$ cat config.mk
export PLATFORM = sky130hd
export DESIGN_NAME = gf163_reduce
export DESIGN_NICKNAME = d
export VERILOG_FILES = /design/src/rtl/gf163_reduce_pkg.sv /design/src/rtl/gf163_reduce_fold.sv /design/src/rtl/gf163_reduce.sv
export SDC_FILE = /design/constraint.sdc
export NUM_CORES = 1
export LEC_CHECK = 0
export ABC_AREA = 1
export BUFFER_PORTS_ARGS = -buffer_cell sky130_fd_sc_hd__buf_2
export CAP_MARGIN = 10
export CORE_ASPECT_RATIO = 0.75
export CORE_MARGIN = 2
export CORE_UTILIZATION = 55
export DETAILED_ROUTE_END_ITERATION = 10
export GPL_TIMING_DRIVEN = 0
export HOLD_SLACK_MARGIN = 0.15
export PLACE_DENSITY = 0.82
export SLEW_MARGIN = 20
export SYNTH_ARGS = -nofsm -noshare
export SYNTH_HDL_FRONTEND = slang
export SYNTH_SLANG_ARGS = --single-unit
$ cat constraint.sdc
create_clock -name clk -period 1.7 [get_ports clk]
set_input_delay 0.17 -clock clk [delete_from_list [all_inputs] [get_ports clk]]
set_output_delay 0.17 -clock clk [all_outputs]
set_load 0.01 [all_outputs]
$ cat src/rtl/gf163_reduce_pkg.sv
// Shared constants, types and helpers for the GF(2^163) reduction pipeline.
// The field polynomial is f(x) = x^163 + x^7 + x^6 + x^3 + 1.
// The squaring option is enabled by the GF163_REDUCE_SQR_EN macro. That macro
// only affects gf163_reduce; this package always provides spread().
package gf163_pkg;

  // Field degree and the width of an unreduced product (2M-1).
  localparam int unsigned M = 163;
  localparam int unsigned N = 2 * M - 1;

  // Low-order terms of f(x): x^163 == x^7 + x^6 + x^3 + 1.
  localparam int unsigned NTAPS   = 4;
  localparam int unsigned TAPS [NTAPS] = '{7, 6, 3, 0};
  localparam int unsigned TAP_MAX = 7;

  // Stage 1 folds the 162-bit high half, so the partial result reaches degree 168.
  localparam int unsigned H1W = N - M;          // 162
  localparam int unsigned R1W = H1W + TAP_MAX;  // 169

  // Stage 2 folds what sits above x^162 in the stage-1 register.
  localparam int unsigned H2W = R1W - M;        // 6

  typedef logic [M-1:0]   gf_elem_t;
  typedef logic [N-1:0]   gf_prod_t;
  typedef logic [R1W-1:0] gf_part_t;

  // Squaring in GF(2^m) has no cross terms: coefficient i of a moves to bit 2i.
  function automatic gf_prod_t spread(input gf_elem_t a);
    gf_prod_t p;
    p = '0;
    for (int i = 0; i < int'(M); i++) begin
      p[2*i] = a[i];
    end
    return p;
  endfunction

endpackage

$ cat src/rtl/gf163_reduce_fold.sv
// gf163_fold: one combinational reduction step. It XORs a high part into a
// low part once for each tap of f(x), with the high part shifted by that tap.
// HW is the high-part width. OW is the result width and must be at least
// max(M, HW + TAP_MAX) for the caller to keep every term.
module gf163_fold
  import gf163_pkg::*;
#(
  parameter int unsigned HW = H1W,
  parameter int unsigned OW = R1W
) (
  input  logic [M-1:0]  i_lo,
  input  logic [HW-1:0] i_hi,
  output logic [OW-1:0] o_res
);

  // Accumulate lo ^ (hi << t) over every tap t.
  always_comb begin
    // NOTE: o_res is assigned in full before the loop, so every path writes it
    // and no latch can be inferred.
    o_res = OW'(i_lo);
    for (int t = 0; t < int'(NTAPS); t++) begin
      o_res = o_res ^ (OW'(i_hi) << TAPS[t]);
    end
  end

endmodule

$ cat src/rtl/gf163_reduce.sv
// gf163_reduce: two-stage valid/ready pipeline that reduces a 325-bit
// carry-less product modulo x^163 + x^7 + x^6 + x^3 + 1.
//   Stage 1 folds bits [324:163] into a 169-bit partial result.
//   Stage 2 folds bits [168:163] of that partial result into the final
//   163-bit element.
// Both stages stall independently. A stage can drain and refill on the same
// edge, so the pipeline accepts one product per cycle.
// Optional feature: define GF163_REDUCE_SQR_EN to add the `sqr` input. When
// sqr is 1, stage 1 squares in_data[162:0] instead of using the full product.
module gf163_reduce
  import gf163_pkg::*;
(
  input  logic         clk,
  input  logic         rst,
  input  logic         in_valid,
  output logic         in_ready,
`ifdef GF163_REDUCE_SQR_EN
  input  logic         sqr,
`endif
  input  logic [N-1:0] in_data,
  output logic         out_valid,
  input  logic         out_ready,
  output logic [M-1:0] out_data,
  output logic         busy
);

  // Pipeline state
  logic     r_s1_v;
  logic     r_s2_v;
  gf_part_t r_r1;
  gf_elem_t r_out_data;

  // Combinational nets
  gf_prod_t w_prod;
  gf_part_t w_r1_next;
  gf_elem_t w_out_next;
  logic     w_s1_load;
  logic     w_s2_load;

  // Choose the stage-1 operand: the multiplier's product, or the square of the low half.
`ifdef GF163_REDUCE_SQR_EN
  assign w_prod = sqr ? spread(in_data[M-1:0]) : in_data;
`else
  assign w_prod = in_data;
`endif

  // Fold 1: the 162-bit high half goes into the low 163 bits. The result reaches degree 168.
  gf163_fold #(
    .HW (H1W),
    .OW (R1W)
  ) u_fold1 (
    .i_lo  (w_prod[M-1:0]),
    .i_hi  (w_prod[N-1:M]),
    .o_res (w_r1_next)
  );

  // Fold 2: the 6 bits above x^162 produce terms of degree 12 or less, so no third fold is needed.
  gf163_fold #(
    .HW (H2W),
    .OW (M)
  ) u_fold2 (
    .i_lo  (r_r1[M-1:0]),
    .i_hi  (r_r1[R1W-1:M]),
    .o_res (w_out_next)
  );

  // Handshake.
  // Stage 2 takes stage 1's data when it is empty or is being drained this cycle.
  // Stage 1 can accept when it is empty or can pass its data forward.
  assign w_s2_load = r_s1_v && (!r_s2_v || out_ready);
  assign in_ready  = !r_s1_v || !r_s2_v || out_ready;
  assign w_s1_load = in_valid && in_ready;

  // Update the valid flags and stage data. Synchronous reset overrides any
  // accept in the same cycle.
  always_ff @(posedge clk) begin
    if (rst) begin
      // NOTE: the data registers are cleared as well as the valid flags,
      // because out_data must read 0 after reset.
      r_s1_v     <= 1'b0;
      r_s2_v     <= 1'b0;
      r_r1       <= '0;
      r_out_data <= '0;
    end else begin
      // NOTE: non-blocking assignments here. The update of r_s1_v and the
      // load of r_s2_v both read the pre-edge state.
      if (w_s1_load) begin
        r_s1_v <= 1'b1;
        r_r1   <= w_r1_next;
      end else if (w_s2_load) begin
        r_s1_v <= 1'b0;
      end

      if (w_s2_load) begin
        r_s2_v     <= 1'b1;
        r_out_data <= w_out_next;
      end else if (out_ready) begin
        r_s2_v <= 1'b0;
      end
    end
  end

  assign out_valid = r_s2_v;
  assign out_data  = r_out_data;
  assign busy      = r_s1_v | r_s2_v;

endmodule
* After elaboration in Yosys (flattened, before gate mapping)
Cells that the tools add are included.
** Operators by class
- Bitwise logic cells :: 9
- Reduce and logical (&&, ||, !) cells :: 9
- Multiplexer cells :: 4
** Operators by type and width (number)
- XOR 163 x 169 -> 169 bit :: 1
- XOR 169 x 162 -> 169 bit :: 1
- XOR 169 x 165 -> 169 bit :: 1
- XOR 169 x 168 -> 169 bit :: 1
- XOR 163 x 12 -> 163 bit :: 1
- XOR 163 x 13 -> 163 bit :: 1
- XOR 163 x 6 -> 163 bit :: 1
- XOR 163 x 9 -> 163 bit :: 1
- 2-to-1 mux 1 bit :: 4
- nonzero test 2 bit :: 2
- logical OR 1 bit :: 3
- logical AND 1 bit :: 2
- zero test 1 bit :: 2
- bitwise OR 1 bit :: 1
** Storage, ports and cells
- Bits of input ports :: 329
- Output and inout port bits :: 166
- Flip-flop bits (word level) :: 334

* Depth between registers and ports, before layout
- Depth after elaboration :: 5
- Gate-level depth with buffers :: 10
- Gate-level depth less buffers :: 9

* Cells and area by module
A second synthesis with hierarchy kept.
** Second synthesis, totals
- Cells, all modules :: 4206
- Area total of the unflattened synthesis :: 24193.2 um^2
** Modules (own cells, without submodules)
- gf163_reduce :: area an instance 14124.8 um^2, cells an instance 2006, times used 1
- gf163_fold at u_fold1 :: area an instance 8540.7 um^2, cells an instance 1960, times used 1
- gf163_fold at u_fold2 :: area an instance 1527.7 um^2, cells an instance 240, times used 1

* Worst setup path after synthesis
No wires, ideal clock.
- Kind :: register to register
- From :: register r_s2_v (netlist: out_valid)
- To :: register r_r1[101]
- Stages on the path, launching flop included :: 10
- Path buffers :: 2
- Slack :: 351 ps
- Data required time :: 1591 ps
- Clock period less this slack :: 1349 ps
- Arrival :: 1240 ps
- Path through :: dfxtp_1 nand3_2 nand2_4 inv_4 buf_6 buf_6 nor2_2 nor2_1 nand2_1 inv_1
** On the way
- Word-level cells in the longest chain between the ends :: 4
** RTL lines
- start, declared :: line gf163_reduce.sv:29 : logic r_s2_v;
- start signal, assigned :: line gf163_reduce.sv:81 : r_s2_v <= 1'b0;
- start signal, assigned :: line gf163_reduce.sv:95 : r_s2_v <= 1'b1;
- start signal, assigned :: line gf163_reduce.sv:98 : r_s2_v <= 1'b0;
- zero test 1 bit :: line gf163_reduce.sv:71 : assign in_ready = !r_s1_v || !r_s2_v || out_ready;
- logical OR 1 bit (2 in a row) :: line gf163_reduce.sv:71
- named net in_ready :: line gf163_reduce.sv:16 : output logic in_ready,
- logical AND 1 bit :: line gf163_reduce.sv:72 : assign w_s1_load = in_valid && in_ready;
- end signal, assigned :: line gf163_reduce.sv:89 : r_r1 <= w_r1_next;
- end, declared :: line gf163_reduce.sv:30 : gf_part_t r_r1;
The timed path passes the listed nets, and every way through them passes these cells.
A chain may end at the register's enable or synchronous reset.

* Worst setup path in the final report
- From :: register r_s1_v
- To :: register r_r1[115]
** On the way
- Word-level cells in the longest chain between the ends :: 4
** RTL lines
- start, declared :: line gf163_reduce.sv:28 : logic r_s1_v;
- start signal, assigned :: line gf163_reduce.sv:80 : r_s1_v <= 1'b0;
- start signal, assigned :: line gf163_reduce.sv:88 : r_s1_v <= 1'b1;
- start signal, assigned :: line gf163_reduce.sv:91 : r_s1_v <= 1'b0;
- zero test 1 bit :: line gf163_reduce.sv:71
- logical OR 1 bit (2 in a row) :: line gf163_reduce.sv:71
- logical AND 1 bit :: line gf163_reduce.sv:72
No other way between the ends.

==> results.toml <==
[outcome]
run_status = "finished clean"

[clock_tree]
ctsHtreeMaxLevel = 2
clk_path_buf_depth = 3
cts.sinks = 334
numCtsBuffers = 35
clockRootBuffer = "clkbuf_16"
tritoncts = "done"
clkSlewWorstSetupHoldPaths_ns = 0.07
clock_latency_ns = 0.52

[synthesis]
synth_nets = 3691
yosysWarnings = 0
yosys_register_bits = 334
syn_area_per_cell_sq_um = 6.04
yosys-mux-area-fraction_pct = 0
synth_compound_area_share_pct = 8.99
synth_fa_ha_area_share_pct = 0
syn_area_sq_um = 20300
synth_top_family_by_area = "simple AND/OR/NAND/NOR gates"
synthCells = 3362
synth-simple-area-share_pct = 38.8
synth_cell_type_count = 23
synth_sequential_area_ratio_pct = 32.9
synth_xor_area_share_pct = 8.28

[setup_path]
cp_max_fo = 10
worstPathCellList = "nand3_2, nand2_4, inv_4, buf_6, clkbuf_4, nand3_1, nand2_1, inv_1"
crit_slowest_cell = "dfxtp_1"
required_ns = 2.11
criticalPathCategory = "reg -> reg"
critPathMaxStageDelay_ns = 0.35
worstPathArrival_ns = 2.00
rr_worst_depth = 8
critPathCaptureType = "flop"
startpoint_type = "flop"

[power_and_ir_drop]
powerDensity_nw_per_um2 = 868
switching_share_pct = 31.2
peakVddDrop_mv = 0.589
p_seq_share_pct = 39.4
power_mw = 22.5
comb_power_share_pct = 24.7
p_switching_mw = 7.01
internal_power_mw = 15.4
clockPowerShare_pct = 35.9
power.leakage_nw = 14.7

[sta]
finalSetupViolCount = 0
fmax_mhz = 629
tightest_slew_ns = 0.758
worst_slack_ns = 0.109
fin_crit_sh_pct = 93.6
grt_setup_unrepaired = "no"
period_needed_ns = 1.59
fin_skew_ns = 0.0136
whs_ns = 0.161
relSlewSlack_pct = 49.4
hold_violations = 0
drv_slew = 0

[layout]
fin_nets = 4338
multiInputGateArea_sq_um = 11400
syn_to_final_growth_pct = 27.4
instances_no_fill = 4545
fillers = 3243
layout-drive-gt1-share_pct = 16.3
seq_area_sq_um = 6690

[floorplan]
core_area_sq_um = 36100
start_util_pct = 56.3
pin_count = 495
dieWidth_um = 226
num_rows = 60
dieArea_sq_um = 38500
die_y_um = 170

[placement]
dp.cells = 4345
place.gp.congestion = 0.962
pre_cts_slack_ns = -0.260
io_buffers = 487
dp_hpwl_um = 55100

[global_route]
grt_use_total_pct = 35.8
grt_max_degree = 16
grt_pass1_vias = 20800
overflow = 0
antenna_found_initial = 16
grt_pass1_wl_um = 108000

[drt]
ant_nets = 0
vias = 23400
vias_per_cell = 5.15
post_drt_wl_per_cell_um = 15.5
drt_iter0_drc = 2051
wl_um = 70600
dr.pass1.iters = 5
route.detailed.drc = 0

[min_path]
hold_path_depth = 5
min_path_type = "in -> reg"

[run]
maxCapViolations = 0
==> cells in the mapped netlist <==
cell type,instances,area [sq um]
a211oi_2,6,75.1
buf_2,37,185
buf_1,2,7.51
nand2_4,1,11.3
buf_6,21,236
clkbuf_1,52,195
xnor2_1,102,893
or2_2,1,6.26
a21oi_1,107,536
buf_4,6,45.0
dfxtp_1,334,6690
xor2_1,90,788
o21ai_0,241,1210
nor2_1,421,1580
nand2_1,1097,4120
nor2_2,31,194
inv_2,1,3.75
nand3_1,390,1950
inv_4,1,6.26
inv_1,417,1570
o21ai_1,2,10.0
nand2_2,1,6.26
nand3_2,1,10.0
==> area by class of cell <==
type                            instances  share of cell area (%)
Tap cell                              496                    2.40
Antenna cell                           15                   0.145
Buffer                                118                    2.66
Timing Repair Buffer                  610                    14.2
Sequential cell                       334                    25.8
Inverter                              419                    6.09
Multi-Input combinational cell       2491                    44.0
Clock inverter                         16                   0.778
Clock buffer                           46                    3.86
==> kinds of logic (layout without fill, tap and decap cells) <==
group                     Yosys count  count (layout)
and+or+nand+nor                  1943            1943
buffers and inverters             537            1209
AOI/OAI and AO/OA                 356             356
DFF                               334             334
xor gates and xnor gates          192             192
other                               0              15
==> critical path: cells and delay by family (launching register included) <==
kind	cells	cell delay, ns
AND/OR/NAND/NOR	4	0.52
buffers and inverters	4	0.61
flip-flops	1	0.35
==> placed cells by master, fill, tap and decap left out, drive strengths merged <==
| cell | netlist | routed |
|---|---|---|
| or2 | 1 | 1 |
| dlygate4sd3 | 0 | 121 |
| dfxtp | 334 | 334 |
| inv | 419 | 421 |
| bufinv | 0 | 4 |
| a21oi | 107 | 107 |
| nor2 | 452 | 452 |
| diode | 0 | 15 |
| buf | 66 | 553 |
| nand3 | 391 | 391 |
| o21ai | 243 | 243 |
| xnor2 | 102 | 102 |
| clkbuf | 52 | 100 |
| clkinv | 0 | 10 |
| xor2 | 90 | 90 |
| nand2 | 1099 | 1099 |
| a211oi | 6 | 6 |
==> state kept, by name, indices dropped and copies added (netlist names) <==
signal     cells
r_r1         169
out_data     163
out_valid      1
r_s1_v         1
==> worst paths after layout <==
kind	end	slack, ns	from
min	r_r1[81]$_SDFFE_PP0P_	0.16	in_data[238]
max	r_r1[115]$_SDFFE_PP0P_	0.11	r_s1_v$_SDFFE_PP0P_
max reg2reg	r_r1[115]$_SDFFE_PP0P_	0.11	r_s1_v$_SDFFE_PP0P_
min reg2reg	out_data[161]$_SDFFE_PP0P_	0.46	r_r1[161]$_SDFFE_PP0P_
==> power by group through the flow <==
stage	Combinational [mW]	Sequential [mW]	Clock, mW
6_report	5.56	8.85	8.06
5_1_grt	6.22	8.90	8.45
4_1_cts	5.42	8.83	8.09
3_5_place_dp	5.11	8.99	0
3_3_place_gp	5.02	8.97	0
2_1_floorplan	3.12	9.04	0
==> what timing repair did <==
action                     in CTS  in global routing
pin swaps                       0                  1
hold endpoints to repair       82                  0
cloned                          0                  0
setup endpoints to repair      68                 64
hold buffers                  121                  0
setup buffers                   0                  2
gates resized for setup         6                 12
==> stage by stage <==
stage	utilization, %	setup TNS [ns]	cell area (sq um)
detailed placement	64.7	-8.92	23400
finish	71.7	0	25900
floorplan	-	0	20300
CTS	71.4	0	25800
global placement	64.7	-4.83	23400
global route	71.7	0	25900
==> metal layers <==
| layer | share of wire, % | vias up | track usage (%) |
|---|---|---|---|
| li1 | - | 11700 | - |
| met1 | 45 | 10400 | 50.1 |
| met2 | 42 | 1055 | 54.0 |
| met3 | 9.5 | 160 | 7.46 |
| met4 | 3.8 | 4 | 13.7 |
| met5 | 0.042 | - | 0 |
Power figures use the tool's default switching activity.
